**src/rtl/fallthrough_small_fifo_old.sv**
```systemverilog
// Small fall-through FIFO: the head word is visible on dout as soon as it is stored.
// Optional macro SMALL_FIFO_CHECKS_EN adds simulation-only overflow/underflow messages.
module fallthrough_small_fifo_old #(
    parameter int WIDTH          = 72,
    parameter int MAX_DEPTH_BITS = 3,
    parameter int NEARLY_FULL    = 2**MAX_DEPTH_BITS - 1
) (
    input  logic             clk,
    input  logic             reset,
    input  logic [WIDTH-1:0] din,
    input  logic             wr_en,
    input  logic             rd_en,
    output logic [WIDTH-1:0] dout,
    output logic             full,
    output logic             nearly_full,
    output logic             empty
);

    localparam int DEPTH = 2**MAX_DEPTH_BITS;
    localparam logic [MAX_DEPTH_BITS:0]   DEPTH_CNT = (MAX_DEPTH_BITS+1)'(DEPTH);
    localparam logic [MAX_DEPTH_BITS:0]   NF_CNT    = (MAX_DEPTH_BITS+1)'(NEARLY_FULL);
    localparam logic [MAX_DEPTH_BITS:0]   CNT_ONE   = (MAX_DEPTH_BITS+1)'(1);
    localparam logic [MAX_DEPTH_BITS-1:0] PTR_ONE   = MAX_DEPTH_BITS'(1);

    logic [WIDTH-1:0]          mem [DEPTH];
    logic [MAX_DEPTH_BITS-1:0] wr_ptr_q, wr_ptr_d;
    logic [MAX_DEPTH_BITS-1:0] rd_ptr_q, rd_ptr_d;
    logic [MAX_DEPTH_BITS:0]   count_q, count_d;
    logic                      wr_accept;
    logic                      rd_accept;

    // A full FIFO refuses writes even when a pop happens in the same cycle.
    always_comb begin
        wr_accept = reset && wr_en && !full;
        rd_accept = reset && rd_en && !empty;

        wr_ptr_d = wr_ptr_q;
        rd_ptr_d = rd_ptr_q;
        count_d  = count_q;

        if (wr_accept) begin
            wr_ptr_d = wr_ptr_q + PTR_ONE;
        end
        if (rd_accept) begin
            rd_ptr_d = rd_ptr_q + PTR_ONE;
        end

        case ({wr_accept, rd_accept})
            2'b10:   count_d = count_q + CNT_ONE;
            2'b01:   count_d = count_q - CNT_ONE;
            default: count_d = count_q;
        endcase
    end

    always_ff @(posedge clk or negedge reset) begin
        if (!reset) begin
            wr_ptr_q <= '0;
            rd_ptr_q <= '0;
            count_q  <= '0;
        end else begin
            wr_ptr_q <= wr_ptr_d;
            rd_ptr_q <= rd_ptr_d;
            count_q  <= count_d;
        end
    end

    // Storage is deliberately left out of reset; the count alone defines validity.
    always_ff @(posedge clk) begin
        if (wr_accept) begin
            mem[wr_ptr_q] <= din;
        end
    end

    assign empty       = (count_q == '0);
    assign full        = (count_q == DEPTH_CNT);
    assign nearly_full = (count_q >= NF_CNT);
    assign dout        = empty ? '0 : mem[rd_ptr_q];

`ifdef SMALL_FIFO_CHECKS_EN
    always @(posedge clk) begin
        if (reset && wr_en && full) begin
            $error("fallthrough_small_fifo_old: write while full");
        end
        if (reset && rd_en && empty) begin
            $error("fallthrough_small_fifo_old: read while empty");
        end
    end
`else
    // Default build carries no simulation messages.
`endif

endmodule

```
**config.mk**
```make
export PLATFORM = sky130hd
export DESIGN_NAME = fallthrough_small_fifo_old
export DESIGN_NICKNAME = d
export VERILOG_FILES = /design/src/rtl/fallthrough_small_fifo_old.sv
export SDC_FILE = /design/constraint.sdc
export NUM_CORES = 1
export LEC_CHECK = 0
export BUFFER_PORTS_ARGS = -buffer_cell sky130_fd_sc_hd__buf_4
export CORE_MARGIN = 2
export CORE_UTILIZATION = 40
export CTS_BUF_LIST = sky130_fd_sc_hd__clkbuf_8
export DETAILED_ROUTE_END_ITERATION = 12
export GPL_TIMING_DRIVEN = 0
export PLACE_DENSITY = 0.59
export SLEW_MARGIN = 20
export SYNTH_ARGS = -nofsm -noshare
export SYNTH_HDL_FRONTEND = slang
export SYNTH_SLANG_ARGS = --single-unit
```
**constraint.sdc**
```tcl
create_clock -name clk -period 10.8 [get_ports clk]
set_input_delay 1.08 -clock clk [delete_from_list [all_inputs] [get_ports clk]]
set_output_delay 1.08 -clock clk [all_outputs]
set_load 0.005 [all_outputs]
```
* Word level (Yosys, flattened, before mapping)
Memory sizes are Yosys's and may differ from the RTL's.
Index checks and enable logic that the tools add are counted.
** Operators by class
- Muxes and demuxes :: 4
- Bitwise logic cells :: 0
- Add/sub/neg operators :: 4
- Multipliers :: 0
- Reductions and logical operators :: 8
- Shift-type cells :: 0
- Equality and inequality tests :: 3
- Div/mod/pow operators :: 0
- $lt $le $gt $ge :: 1
** Operators by type and width (count)
- 72-bit two-way mux :: 1
- 4-bit case mux with 2 select lines :: 1
- 3-bit by 1-bit adder with 3-bit output (second input constant) :: 2
- 4-bit by 1-bit adder with 4-bit output (second input constant) :: 1
- 4-bit == test (second input constant) :: 1
- 4-bit by 3-bit >= comparator with 1-bit output (second input constant) :: 1
- 1-bit logical AND :: 4
- 4-bit logical NOT :: 1
- 4-bit by 1-bit subtractor with 4-bit output (second input constant) :: 1
- 2-bit by 1-bit == test with 1-bit output (second input constant) :: 1
- 2-bit == test (second input constant) :: 1
- 1-bit logical NOT :: 2
- 1-bit two-way mux :: 2
- 2-bit nonzero test :: 1
** Word-level totals
- Memory bits (read-only) :: 0
- Bits in registers :: 10
- Memories :: 1
- Input port bits :: 76
- Output and inout bits :: 75
- Memory bits (writable) :: 576
- Word-level logic and storage cells :: 24
- Bits in latches :: 0
** Memory list
- mem :: depth 8, width 72, rd ports 1, clocked after Yosys merged registers in 0, write ports 1, line 25 : logic [WIDTH-1:0] mem [DEPTH];

* Longest topological paths before layout
- Word-level depth :: 5
- Depth in mapped cells :: 10
- Gate-level depth less buffers :: 10

* Least setup slack after synthesis
Ideal clock, no wire load.
- Kind :: input to register
- Start point :: in reset
- End point :: mem mem[1][0], enable pin
- Setup time :: 0.590 ns
- Cell stages on the path :: 4
- Path slack :: 3.698 ns
- Arrival :: 6.511 ns
- Required time :: 10.210 ns
- Buffers on the path :: 0
- Cells stage by stage :: nand2_1 -> a21oi_1 -> nand2_1 -> nor3_1
** On the way
- Word-level cells in the longest chain between the ends :: 4
** RTL lines
- start: declaration :: line 9 : input logic reset,
- 1-bit logical AND (2 in a row) :: line 34 : wr_accept = reset && wr_en && !full;
- 1-bit two-way mux :: line 69 : if (wr_accept) begin
- 1-bit two-way mux (not written as such) :: line 70 : mem[wr_ptr_q] <= din;
- end: declaration :: line 25
Every way passes these cells.

* Final worst setup path
- Start point :: reg rd_ptr_q[1]
- End point :: out dout[28]
** On the way
- Word-level cells in the longest chain between the ends :: 2
** RTL lines
- start: declaration :: line 27 : logic [MAX_DEPTH_BITS-1:0] rd_ptr_q, rd_ptr_d;
- start signal: assignment :: line 62 : rd_ptr_q <= rd_ptr_d;
- memory 8 x 72 bit
- 72-bit two-way mux :: line 77 : assign dout = empty ? '0 : mem[rd_ptr_q];
- end: declaration :: line 13 : output logic [WIDTH-1:0] dout,
Every way passes these cells.

==> metrics.csv <==
metric,value,unit
depth of the most critical reg-to-reg path,7,
Layout Nets,1346,
CTS root buffer,sky130_fd_sc_hd__clkbuf_8,
non-filler cells in the finished layout,2080,
maximum clock frequency,249,MHz
total routing resource utilization after global routing,16.8,%
overall overflow remaining after global route,0,
Placed Instances,1918,
type of origin of the critical path,flip-flop,
Layout Area Growth over Synthesis,20.4,%
floorplan core area,55200,um2
DP HPWL,30400,um
final-report hold violation count,0,
post-placement worst setup slack,6.92,ns
unrepaired setup endpoints after global routing,no,
H-tree depth,3,
CTS hold repair buffers,0,
violation count after the first detailed-routing iteration,758,
number of cells upsized or downsized after cts,0,
Clock Sinks,586,
top_reg_cell synth,sky130_fd_sc_hd__edfxtp_1,
Post-CTS Setup Bufs,0,
Final period util,37.2,%
headroom to the max-slew limit,37.8,%
post-layout power,0.00663,W
"wirelength, routed",47200,um
max_cap viols,0,
post-synthesis cell type count,26,
Crit Path Class,reg2out,
Skew-Pair Late Insertion Delay,0.67,ns
final antenna diode count,0,
Wirelength per Cell,22.7,um
Max Fanout on Critical Path,10,
cell area after synthesis,22400,um2
Port-buffer cells,150,
fraction of final layout cells sized beyond drive strength 1,37.1,%
Worst Tran Pin Value,0.933,ns
maximum vdd ir drop,0.109,mV
final setup slack of the worst path,6.78,ns
final weighted congestion in routability-driven placement,0.682,
Initial Utilization,40.6,%
yosys warns,0,
number of register bits inferred by synthesis,586,
clock buffer depth,3,
die width,241,um
global-route wire length before repair,70600,um
per-instance average area after synthesis,23.0,um2
critical path arrival,2.94,ns
r2r startpoint,count_q[0],
via count normalized by instance count,5.08,
source of the critical timing path,rd_ptr_q[1],
class of the tightest hold or removal check,in2async,
Final Max Tran Viols,0,
pin count of the biggest net entering global routing,20,
clock tree from TritonCTS,done,
final worst clock skew,0.0147,ns
number of rows in the core area,86,
"Seq/Total Area, Yosys",78.4,%
die outline area,57900,um2
final antenna-violating net count,0,
die boundary height,241,um
gate count of the mapped netlist,972,
Layout Utilization,48.8,%
post-synth net total,1053,
post-layout minimum cycle time,4.02,ns
total clock buffers created by CTS,93,
count of flip-flops with a built-in enable after synthesis,576,
DRC errors left,0,
data required time at the worst endpoint,9.72,ns
Static Leak,9.13,nW
vias in the first global route,11385,
P per Cell Area,246,nW/um2
via count,10568,
Setup-failing EPs final,0,
Worst-path clk slew,0.06,ns
type of element capturing the critical path,output pin,
count of pins on the block boundary,151,
final-layout setup total negative slack,0,ns
run status,"complete, no violations",
share of async-settable or async-resettable flops after synthesis,1.71,%
Detailed Routing Iterations Pass 1,5,
antenna violations before repair,3,
## per-layer routing
metal  vias up  routed length [um]  part of all wire (%)  track usage, %
li1       4654                   -                     -               -
met1      5598               20200                    43            22.0
met2       243               23700                    50            27.9
met3        67                2390                   5.1            3.84
met4         6                 862                   1.8            5.36
met5         -                  46                 0.097               0
## power breakdown
part | leakage [nW] | internal (W) | total (W) | switching [W]
combinational | 2.88 | 0.00111 | 0.00218 | 0.00108
clock | 0.937 | 0.000869 | 0.00170 | 0.000828
sequential | 5.32 | 0.00269 | 0.00275 | 0.0000536
## cells by family after synthesis
group,count (synthesis),synth area share (%)
and+or+nand+nor,101,1.85
DFF,586,78.4
muxes,219,17.9
buffers and inverters,49,1.19
adders and majority gates,5,0.279
AOI/OAI and AO/OA,3,0.0838
xor gates and xnor gates,9,0.352
## placed cells by master, fill, tap and decap left out, drive strengths merged, types with 4 or more instances in the layout
cell type and count:
nor2 80, clkinv 37, nand2 6, xor2 5, nor3 4, clkbuf 111, xnor2 4, edfxtp 576
nand2b 5, ha 5, dfrtp 10, mux4 144, inv 25, mux2i 72, buf 231
## Yosys cell counts (2+ instances only)
library cell	count	area share [%]
sky130_fd_sc_hd__nor2_1	80	1.3
sky130_fd_sc_hd__a21oi_1	2	0.045
sky130_fd_sc_hd__mux2i_1	72	3.2
sky130_fd_sc_hd__ha_1	5	0.28
sky130_fd_sc_hd__buf_6	7	0.35
sky130_fd_sc_hd__buf_4	2	0.067
sky130_fd_sc_hd__nand2b_1	5	0.14
sky130_fd_sc_hd__mux4_2	144	14
sky130_fd_sc_hd__edfxtp_1	576	77
sky130_fd_sc_hd__xnor2_1	4	0.16
sky130_fd_sc_hd__nand2_1	6	0.10
sky130_fd_sc_hd__nor3_1	4	0.089
sky130_fd_sc_hd__buf_1	6	0.10
sky130_fd_sc_hd__nor4_1	2	0.056
sky130_fd_sc_hd__buf_2	18	0.40
sky130_fd_sc_hd__mux2_1	2	0.10
sky130_fd_sc_hd__xor2_1	5	0.20
sky130_fd_sc_hd__dfrtp_1	10	1.1
sky130_fd_sc_hd__clkbuf_1	15	0.25
## through the flow
step / cell area (um2) / hold WS, ns
3_3_place_gp: 24400 / 0.507
6_report: 27000 / 0.252
4_1_cts: 27000 / 0.199
3_5_place_dp: 25300 / 0.503
2_1_floorplan: 22400 / 0.480
5_1_grt: 27000 / 0.218
## flip-flops by register name, summed over array words and instances (netlist names)
| signal | count |
|---|---|
| wr_ptr_q | 3 |
| count_q | 4 |
| mem | 576 |
| rd_ptr_q | 3 |
## cell type report
class                      instances  area [um2]
fill                            4513       28200
sequential                       586       17500
multi-input combinational        337        4630
timing repair buffer             198        1930
clock buffer                      96        1320
tap                              748         936
clock inverter                    66         334
buffer                            48         263
inverter                           1        3.75
## final timing paths
check | slack [ns] | to
min | 0.25 | count_q[3]
min reg2reg | 0.51 | wr_ptr_q[0]
max in group asynchronous | 10.39 | rd_ptr_q[2]
max reg2reg | 7.76 | mem[0][33]
max | 6.78 | dout[28]
min in group clk | 0.51 | wr_ptr_q[0]
## critical path: stages (launching register included)
cell,delay (ns)
sky130_fd_sc_hd__dfrtp_1,0.34
sky130_fd_sc_hd__buf_2,0.33
sky130_fd_sc_hd__buf_2,0.35
sky130_fd_sc_hd__buf_2,0.36
sky130_fd_sc_hd__mux4_2,0.36
sky130_fd_sc_hd__mux2i_1,0.30
sky130_fd_sc_hd__nor2_1,0.08
sky130_fd_sc_hd__buf_4,0.15
Power figures use the tool's default switching activity.
